$ cat src/rtl/video_timing_gen.sv
// Programmable raster timing generator: pixel/line counters, sync, display enable and strobes.
// Define VTG_SHADOW_EN to latch all timing inputs at frame boundaries instead of using them live.
module video_timing_gen #(
  parameter int CW = 11
) (
  input  logic          pclk,
  input  logic          reset,
  input  logic          enable,
  input  logic [CW-1:0] h_total,
  input  logic [CW-1:0] v_total,
  input  logic [CW-1:0] h_disp_start,
  input  logic [CW-1:0] h_disp_end,
  input  logic [CW-1:0] v_disp_start,
  input  logic [CW-1:0] v_disp_end,
  input  logic [CW-1:0] h_sync_start,
  input  logic [CW-1:0] h_sync_end,
  input  logic [CW-1:0] v_sync_start,
  input  logic [CW-1:0] v_sync_end,
  output logic [CW-1:0] px,
  output logic [CW-1:0] py,
  output logic          hsync,
  output logic          vsync,
  output logic          disp_en,
  output logic          line_start,
  output logic          frame_start,
  output logic [CW-1:0] xstart,
  output logic [CW-1:0] xend,
  output logic [CW-1:0] ystart,
  output logic [CW-1:0] yend
);

  typedef enum logic {IDLE, RUN} state_t;

  typedef struct packed {
    logic [CW-1:0] h_total;
    logic [CW-1:0] v_total;
    logic [CW-1:0] h_disp_start;
    logic [CW-1:0] h_disp_end;
    logic [CW-1:0] v_disp_start;
    logic [CW-1:0] v_disp_end;
    logic [CW-1:0] h_sync_start;
    logic [CW-1:0] h_sync_end;
    logic [CW-1:0] v_sync_start;
    logic [CW-1:0] v_sync_end;
  } timing_t;

  state_t        state;
  timing_t       live_t;
  timing_t       dec_t;
  logic [CW-1:0] wrap_h;
  logic [CW-1:0] wrap_v;
  logic [CW-1:0] nx;
  logic [CW-1:0] ny;

  assign live_t = '{h_total: h_total, v_total: v_total,
                    h_disp_start: h_disp_start, h_disp_end: h_disp_end,
                    v_disp_start: v_disp_start, v_disp_end: v_disp_end,
                    h_sync_start: h_sync_start, h_sync_end: h_sync_end,
                    v_sync_start: v_sync_start, v_sync_end: v_sync_end};

`ifdef VTG_SHADOW_EN
  timing_t shadow_t;
  logic    capture;

  // Capture happens on the edge that presents (0,0); that pixel already decodes with the new values.
  assign capture = enable && (nx == '0) && (ny == '0);
  assign dec_t   = capture ? live_t : shadow_t;
  assign wrap_h  = shadow_t.h_total;
  assign wrap_v  = shadow_t.v_total;
  assign xstart  = shadow_t.h_disp_start;
  assign xend    = shadow_t.h_disp_end;
  assign ystart  = shadow_t.v_disp_start;
  assign yend    = shadow_t.v_disp_end;

  always_ff @(posedge pclk or posedge reset) begin
    if (reset) begin
      shadow_t <= '0;
    end else if (capture) begin
      shadow_t <= live_t;
    end
  end
`else
  assign dec_t  = live_t;
  assign wrap_h = h_total;
  assign wrap_v = v_total;
  assign xstart = h_disp_start;
  assign xend   = h_disp_end;
  assign ystart = v_disp_start;
  assign yend   = v_disp_end;
`endif

  // Next counter values; >= lets a total reprogrammed below the count wrap immediately.
  always_comb begin
    nx = '0;
    ny = '0;
    if (state == RUN && enable) begin
      if (px >= wrap_h) begin
        ny = (py >= wrap_v) ? '0 : py + CW'(1);
      end else begin
        nx = px + CW'(1);
        ny = py;
      end
    end
  end

  always_ff @(posedge pclk or posedge reset) begin
    if (reset) begin
      state       <= IDLE;
      px          <= '0;
      py          <= '0;
      hsync       <= 1'b0;
      vsync       <= 1'b0;
      disp_en     <= 1'b0;
      line_start  <= 1'b0;
      frame_start <= 1'b0;
    end else begin
      px <= nx;
      py <= ny;
      if (enable) begin
        state       <= RUN;
        hsync       <= (nx >= dec_t.h_sync_start) && (nx < dec_t.h_sync_end);
        vsync       <= (ny >= dec_t.v_sync_start) && (ny < dec_t.v_sync_end);
        disp_en     <= (nx > dec_t.h_disp_start) && (nx <= dec_t.h_disp_end) &&
                       (ny > dec_t.v_disp_start) && (ny <= dec_t.v_disp_end);
        line_start  <= (nx == '0);
        frame_start <= (nx == '0) && (ny == '0);
      end else begin
        state       <= IDLE;
        hsync       <= 1'b0;
        vsync       <= 1'b0;
        disp_en     <= 1'b0;
        line_start  <= 1'b0;
        frame_start <= 1'b0;
      end
    end
  end

endmodule

$ cat config.mk
export PLATFORM = sky130hd
export DESIGN_NAME = video_timing_gen
export DESIGN_NICKNAME = d
export VERILOG_FILES = /design/src/rtl/video_timing_gen.sv
export SDC_FILE = /design/constraint.sdc
export NUM_CORES = 1
export LEC_CHECK = 0
export CORE_AREA = 2 2 139 141
export DETAILED_ROUTE_END_ITERATION = 16
export DIE_AREA = 0 0 141 143
export PLACE_DENSITY = 0.52
export SYNTH_ARGS = -nofsm -noshare
export SYNTH_HDL_FRONTEND = slang
export SYNTH_SLANG_ARGS = --single-unit
$ cat constraint.sdc
create_clock -name pclk -period 7.65 [get_ports pclk]
set_input_delay 1.53 -clock pclk [delete_from_list [all_inputs] [get_ports pclk]]
set_output_delay 1.53 -clock pclk [all_outputs]
set_load 0.01 [all_outputs]
# ---- Word level (Yosys, flattened, before mapping)
# Cells that the tools add are included.
dict set report word_totals {
  ff_bits 28
  latch_bits 0
  mem_bits_rw 0
  rom_bits 0
  inputBits 113
  output_inout_bits 71
  word_cells 40
  n_memories 0
}
dict set report classes {
  add_sub_neg 2
  mul 0
  div 0
  n_lt_le_gt_ge 10
  eq_ne 0
  n_shift 0
  mux 11
  bitwise 0
  reduce_logical 9
}
# operator count
set op_table {}
lappend op_table {{11-bit 2-to-1 mux} 5}
lappend op_table {{11-bit >= comparator} 4}
lappend op_table {{11-bit by 1-bit adder with 11-bit output, second input constant} 2}
lappend op_table {{11-bit > comparator} 2}
lappend op_table {{11-bit <= comparator} 2}
lappend op_table {{11-bit logical NOT} 2}
lappend op_table {{11-bit less-than comparator} 2}
lappend op_table {{1-bit logical AND} 7}
lappend op_table {{1-bit 2-to-1 mux} 6}

# ---- Depth between registers and ports, before layout
dict set report depth {
  depth_word 8
  depth_mapped 17
  depth_no_buf 16
}

# ---- Least setup slack after synthesis
# Ideal clock, no wire load.
dict set report synth_timing {
  path_kind {input port to flip-flop}
  startpoint {in v_total[10]}
  endpoint {reg disp_en}
  setup_time_ns 0.101
  arrival_ns 4.592
  t_required_ns 7.549
  slack_ns 2.957
  stages 15
  path_buffers 1
  cell_sequence {inv_1 -> ha_1 -> a21oi_1 -> o21ai_0 -> or3_2 -> a21o_1 -> buf_6 -> nor2_1 -> ha_1 -> a21o_1 -> a2111oi_0 -> a221oi_1 -> nand2_1 -> o211ai_1 -> nor4_1}
}
dict set report synth_between {
  elab_chain_cells 8
  elab_cells_between_ends 9
  cone_classes {3 x order compare; 4 x mux; 2 x reduce/logical}
}
# element line
set synth_rtl {}
lappend synth_rtl {{from (decl)} 10} ;# input logic [CW-1:0] v_total,
lappend synth_rtl {{11-bit >= comparator (*)} 98} ;# ny = (py >= wrap_v) ? '0 : py + CW'(1);
lappend synth_rtl {{11-bit 2-to-1 mux (*)} 98}
lappend synth_rtl {{11-bit 2-to-1 mux (*)} 97} ;# if (px >= wrap_h) begin
lappend synth_rtl {{11-bit 2-to-1 mux (*)} 96} ;# if (state == RUN && enable) begin
lappend synth_rtl {{via ny[7]} 53} ;# logic [CW-1:0] ny;
lappend synth_rtl {{11-bit > comparator} 124} ;# (ny > dec_t.v_disp_start) && (ny <= dec_t.v_disp_end);
lappend synth_rtl {{1-bit logical AND} 123} ;# disp_en <= (nx > dec_t.h_disp_start) && (nx <= dec_t.h_disp_end) &&
lappend synth_rtl {{1-bit logical AND (*)} 124}
lappend synth_rtl {{1-bit 2-to-1 mux (*)} 119} ;# if (enable) begin
lappend synth_rtl {{to (signal assigned)} 123}
lappend synth_rtl {{to (decl)} 23} ;# output logic disp_en,
# The timed path passes the listed nets; every way through them passes the cells marked *.

# ---- Worst setup path in the final report
dict set report layout_timing {
  startpoint {in h_total[6]}
  endpoint {reg disp_en}
}
dict set report layout_between {
  elab_chain_cells 8
  elab_cells_between_ends 13
  cone_classes {5 x order compare; 5 x mux; 3 x reduce/logical}
}
# element line
set layout_rtl {}
lappend layout_rtl {{from (decl)} 9} ;# input logic [CW-1:0] h_total,
lappend layout_rtl {{11-bit >= comparator (*)} 97}
lappend layout_rtl {{11-bit 2-to-1 mux (*)} 97}
lappend layout_rtl {{11-bit 2-to-1 mux (*)} 96}
lappend layout_rtl {{via nx[8]} 52} ;# logic [CW-1:0] nx;
lappend layout_rtl {{11-bit > comparator or 11-bit <= comparator (tied branches)} 123}
lappend layout_rtl {{1-bit logical AND (*) (2 in a row)} 123}
lappend layout_rtl {{1-bit logical AND (*)} 124}
lappend layout_rtl {{1-bit 2-to-1 mux (*)} 119}
# Marks and branches as above.

==> impl_metrics.toml <==
[worst_setup_path]
worstSetupStartpoint = "h_total[6]"
setup_cp_type = "primary input to flop"
worstPathArrival_ns = 5.88
worstReg2RegStart = "px[2]"
critical_path_required_ns = 7.81
worst_setup_ep_type = "flop"
type_of_origin_of_the_critical_path = "primary input"
r2r_depth = 15
rrSetupSlack_ns = 3.17
path_max_fanout = 10

[sta]
rsz0062_at_grt = "false"
finalCriticalPeriod_ns = 5.718
postLayoutSetupSlackWorst_ns = 1.932
slew_headroom = 0.4014
clock.fmax_mhz = 174.9
finalCritPeriodShare = 0.7475
skew_ns = 0.002766
fin_tns_setup_ns = 0
worst_pin_slew_ns = 0.8979
report.final.slew_viol_count = 0
timing.final.hold_violations = 0
report.final.setup_viol = 0

[synthesis]
post-synth-top-area-fraction = 0.2900
ys_seq_elements = 28
synth_largest_area_cell = "sky130_fd_sc_hd__ha_1"
synth.cell_area_mm2 = 0.004617
syn_nets = 802
synth_cell_type_count = 57
synthArstFlopShare = 1.000
post_synth_edffs = 0
synthesized_netlist_cell_count = 582
yosysWarnings = 0
synth_seq_area_share = 0.1518
synthesized_area_per_cell_um2 = 7.933
post_synth_main_area_contributors = "sky130_fd_sc_hd__ha_1 (29%), sky130_fd_sc_hd__dfrtp_1 (15%), sky130_fd_sc_hd__inv_1 (9.1%)"
dominant_register_cell_in_the_synthesized_netlist = "sky130_fd_sc_hd__dfrtp_1"

[die]
die_height_um = 143
floorplan.initialDensity = 0.2485
die_footprint_mm2 = 0.02016
fp.coreArea_mm2 = 0.01858
core.rowCount = 50
die_width_um = 141
ios = 184

[clock_tree]
tritoncts_clock_tree = "done"
cts.sinks = 28
ctsResizeCount = 0
numCtsBuffers = 3
cts_htree_levels = 1
clock_insertion_delay_worst_skew_ns = 0.27
cts_post_setup_buffers_inserted = 0
post_cts_hold_buffer_count = 0
cts-root-to-sink-buffers = 2
clk_pin_slew_worst_paths_ns = 0.07
cts_root_buf = "sky130_fd_sc_hd__clkbuf_16"

[global_routing]
antenna_violations_before_repair = 0
via_count_of_the_first_global_routing_pass = 4273
globalRoute.busiestLayer = "met2"
grt.overflow.total = 0
grt_util_all_layers = 0.1354
grt_pass1_wl_um = 21790
grt_start_max_net_pins = 29
grtUsageMet2 = 0.2352
global_route.usage.met1 = 0.1880
met3_global_route_usage = 0.007713

[drt]
antenna_left = 0
drt_iter0_drc = 135
routed_vias_inst = 4.492
detailedRoute.firstPassIterationCount = 4
via_count = 4303
avgRoutedWirePerCell_um = 14.38
post_detailed_routing_wire_length_um = 13780
remaining_drc_errors = 0

[finish]
insertedDiodeCount = 0
footprint_of_the_multi_input_gates_mm2 = 0.003142
fillCellCount = 1929
syn_to_final_growth_pct = 40.60
fin_nets = 945
register_area_um2 = 700.7
drive_above_1_share = 0.03039

[min_path]
worstHoldStart = "state"
worstHoldPathCells = 1
worst_hold_path_type = "flop to flop"

[power]
leakage_nw = 3.294
power_density_mw_per_mm2 = 68.35
peakVddDrop_mv = 0.06156

[place]
place_ws_ns = 1.507
detailedPlacementHpwl_um = 11970
placement.io_buffers = 183
gpl.final_weighted_congestion = 0.7690

[run]
cap_viol_max_count = 0

[status]
status = "finished, final reports clean"
critical path, stage by stage:
cell and delay [ns]:
sky130_fd_sc_hd__clkdlybuf4s50_1 0.46, sky130_fd_sc_hd__inv_1 0.04, sky130_fd_sc_hd__ha_1 0.30, sky130_fd_sc_hd__a21oi_1 0.14
sky130_fd_sc_hd__o21ai_0 0.13, sky130_fd_sc_hd__a21o_1 0.18, sky130_fd_sc_hd__a21oi_2 0.42, sky130_fd_sc_hd__nand2_1 0.32
sky130_fd_sc_hd__nor2_1 0.41, sky130_fd_sc_hd__ha_1 0.32, sky130_fd_sc_hd__a21o_1 0.18, sky130_fd_sc_hd__a21o_1 0.16
sky130_fd_sc_hd__a21oi_1 0.22, sky130_fd_sc_hd__o21ai_0 0.14, sky130_fd_sc_hd__a221oi_1 0.41, sky130_fd_sc_hd__o211ai_1 0.18
sky130_fd_sc_hd__nor4_1 0.33
cells in the final DEF (no fill, tap or decap), types with 4 or more instances in the layout:
cell type / instances
sky130_fd_sc_hd__nand4_1: 12
sky130_fd_sc_hd__o21a_1: 12
sky130_fd_sc_hd__o211ai_1: 7
sky130_fd_sc_hd__nand2_1: 35
sky130_fd_sc_hd__xor2_1: 7
sky130_fd_sc_hd__ha_1: 107
sky130_fd_sc_hd__a21o_1: 14
sky130_fd_sc_hd__nor2b_1: 9
sky130_fd_sc_hd__nor2_1: 26
sky130_fd_sc_hd__nand3_1: 17
sky130_fd_sc_hd__a2111oi_0: 6
sky130_fd_sc_hd__a211oi_1: 5
sky130_fd_sc_hd__o21ai_0: 22
sky130_fd_sc_hd__nand2b_1: 7
sky130_fd_sc_hd__dfrtp_1: 28
sky130_fd_sc_hd__xnor2_1: 12
sky130_fd_sc_hd__clkdlybuf4s50_1: 183
sky130_fd_sc_hd__a21oi_1: 31
sky130_fd_sc_hd__nor3_1: 9
sky130_fd_sc_hd__nor4_1: 4
sky130_fd_sc_hd__and3_1: 4
sky130_fd_sc_hd__inv_1: 112
sky130_fd_sc_hd__a221oi_1: 4
path summary, 6_finish.rpt:
| check | endpoint |
|---|---|
| max in group asynchronous | vsync |
| min in group asynchronous | px[9] |
| hold reg to reg | line_start |
| setup reg to reg | disp_en |
| hold / removal | line_start |
| setup / recovery | disp_en |
sequential cells by signal, indices dropped and copies added, names as in the netlist:
name	cells
frame_start	1
px	11
vsync	1
state	1
py	11
hsync	1
disp_en	1
line_start	1
kinds of logic (layout without fill, tap and decap cells):
kind of cell,after synthesis,after routing,share of synthesized area
buf+inv,159,301,0.1677
simple gates,146,146,0.1713
compound gates,119,119,0.1743
fa+ha+maj,107,107,0.2900
flops,28,28,0.1518
xor+xnor,19,19,0.03604
mux,4,4,0.008943
area by class of cell:
class                      instances  area share
multi-input combinational        395      0.4840
timing repair buffer             185      0.2845
sequential                        28      0.1079
inverter                         112     0.06476
tap                              234     0.04510
clock buffer                       4     0.01369
Yosys cell counts, types with 2 or more instances:
library cell and count:
sky130_fd_sc_hd__a2111o_1 2, sky130_fd_sc_hd__dfrtp_1 28, sky130_fd_sc_hd__ha_1 107, sky130_fd_sc_hd__o21ai_0 22, sky130_fd_sc_hd__mux2i_1 3, sky130_fd_sc_hd__xor2_1 7
sky130_fd_sc_hd__a221oi_1 4, sky130_fd_sc_hd__or3_1 3, sky130_fd_sc_hd__a21oi_1 31, sky130_fd_sc_hd__or4_1 2, sky130_fd_sc_hd__xnor2_1 12, sky130_fd_sc_hd__a211oi_1 5
sky130_fd_sc_hd__and2_1 2, sky130_fd_sc_hd__nor2b_1 9, sky130_fd_sc_hd__inv_1 112, sky130_fd_sc_hd__o211ai_1 7, sky130_fd_sc_hd__o31ai_1 2, sky130_fd_sc_hd__a211o_1 2
sky130_fd_sc_hd__a2111oi_0 6, sky130_fd_sc_hd__nand2_1 35, sky130_fd_sc_hd__buf_4 45, sky130_fd_sc_hd__a31oi_1 3, sky130_fd_sc_hd__nor2_1 26, sky130_fd_sc_hd__or3_2 2
sky130_fd_sc_hd__nor4_1 4, sky130_fd_sc_hd__a21o_1 14, sky130_fd_sc_hd__and3_1 4, sky130_fd_sc_hd__o21a_1 12, sky130_fd_sc_hd__nand2b_1 7, sky130_fd_sc_hd__nand4_1 12
sky130_fd_sc_hd__nor3_1 9, sky130_fd_sc_hd__nand3_1 17, sky130_fd_sc_hd__nor4_2 2
per-stage QoR:
step / hold WS [ns] / util / power [mW] / cells / instance area (um2)
2_1_floorplan: 0.5106 / - / 0.2289 / 582 / 4617
3_3_place_gp: 0.5749 / 0.3446 / 0.3150 / 954 / 6402
3_5_place_dp: 0.5817 / 0.3446 / 0.3151 / 954 / 6402
4_1_cts: 0.5881 / 0.3494 / 0.4492 / 958 / 6491
5_1_grt: 0.5991 / 0.3494 / 0.4699 / 958 / 6491
6_report: 0.5757 / 0.3494 / 0.4437 / 958 / 6491
report_power, final:
group	internal [mW]	leakage, nW	switching, mW
Sequential	0.149	0.385	0.00153
Combinational	0.0966	2.86	0.0631
Clock	0.0803	0.0442	0.0527
layer usage:
layer	wire, um	vias up
met3	442	6
met4	97	0
met5	0	-
met2	6548	112
li1	-	2271
met1	6691	1914
Note: power is estimated with default switching activity, not from simulation.
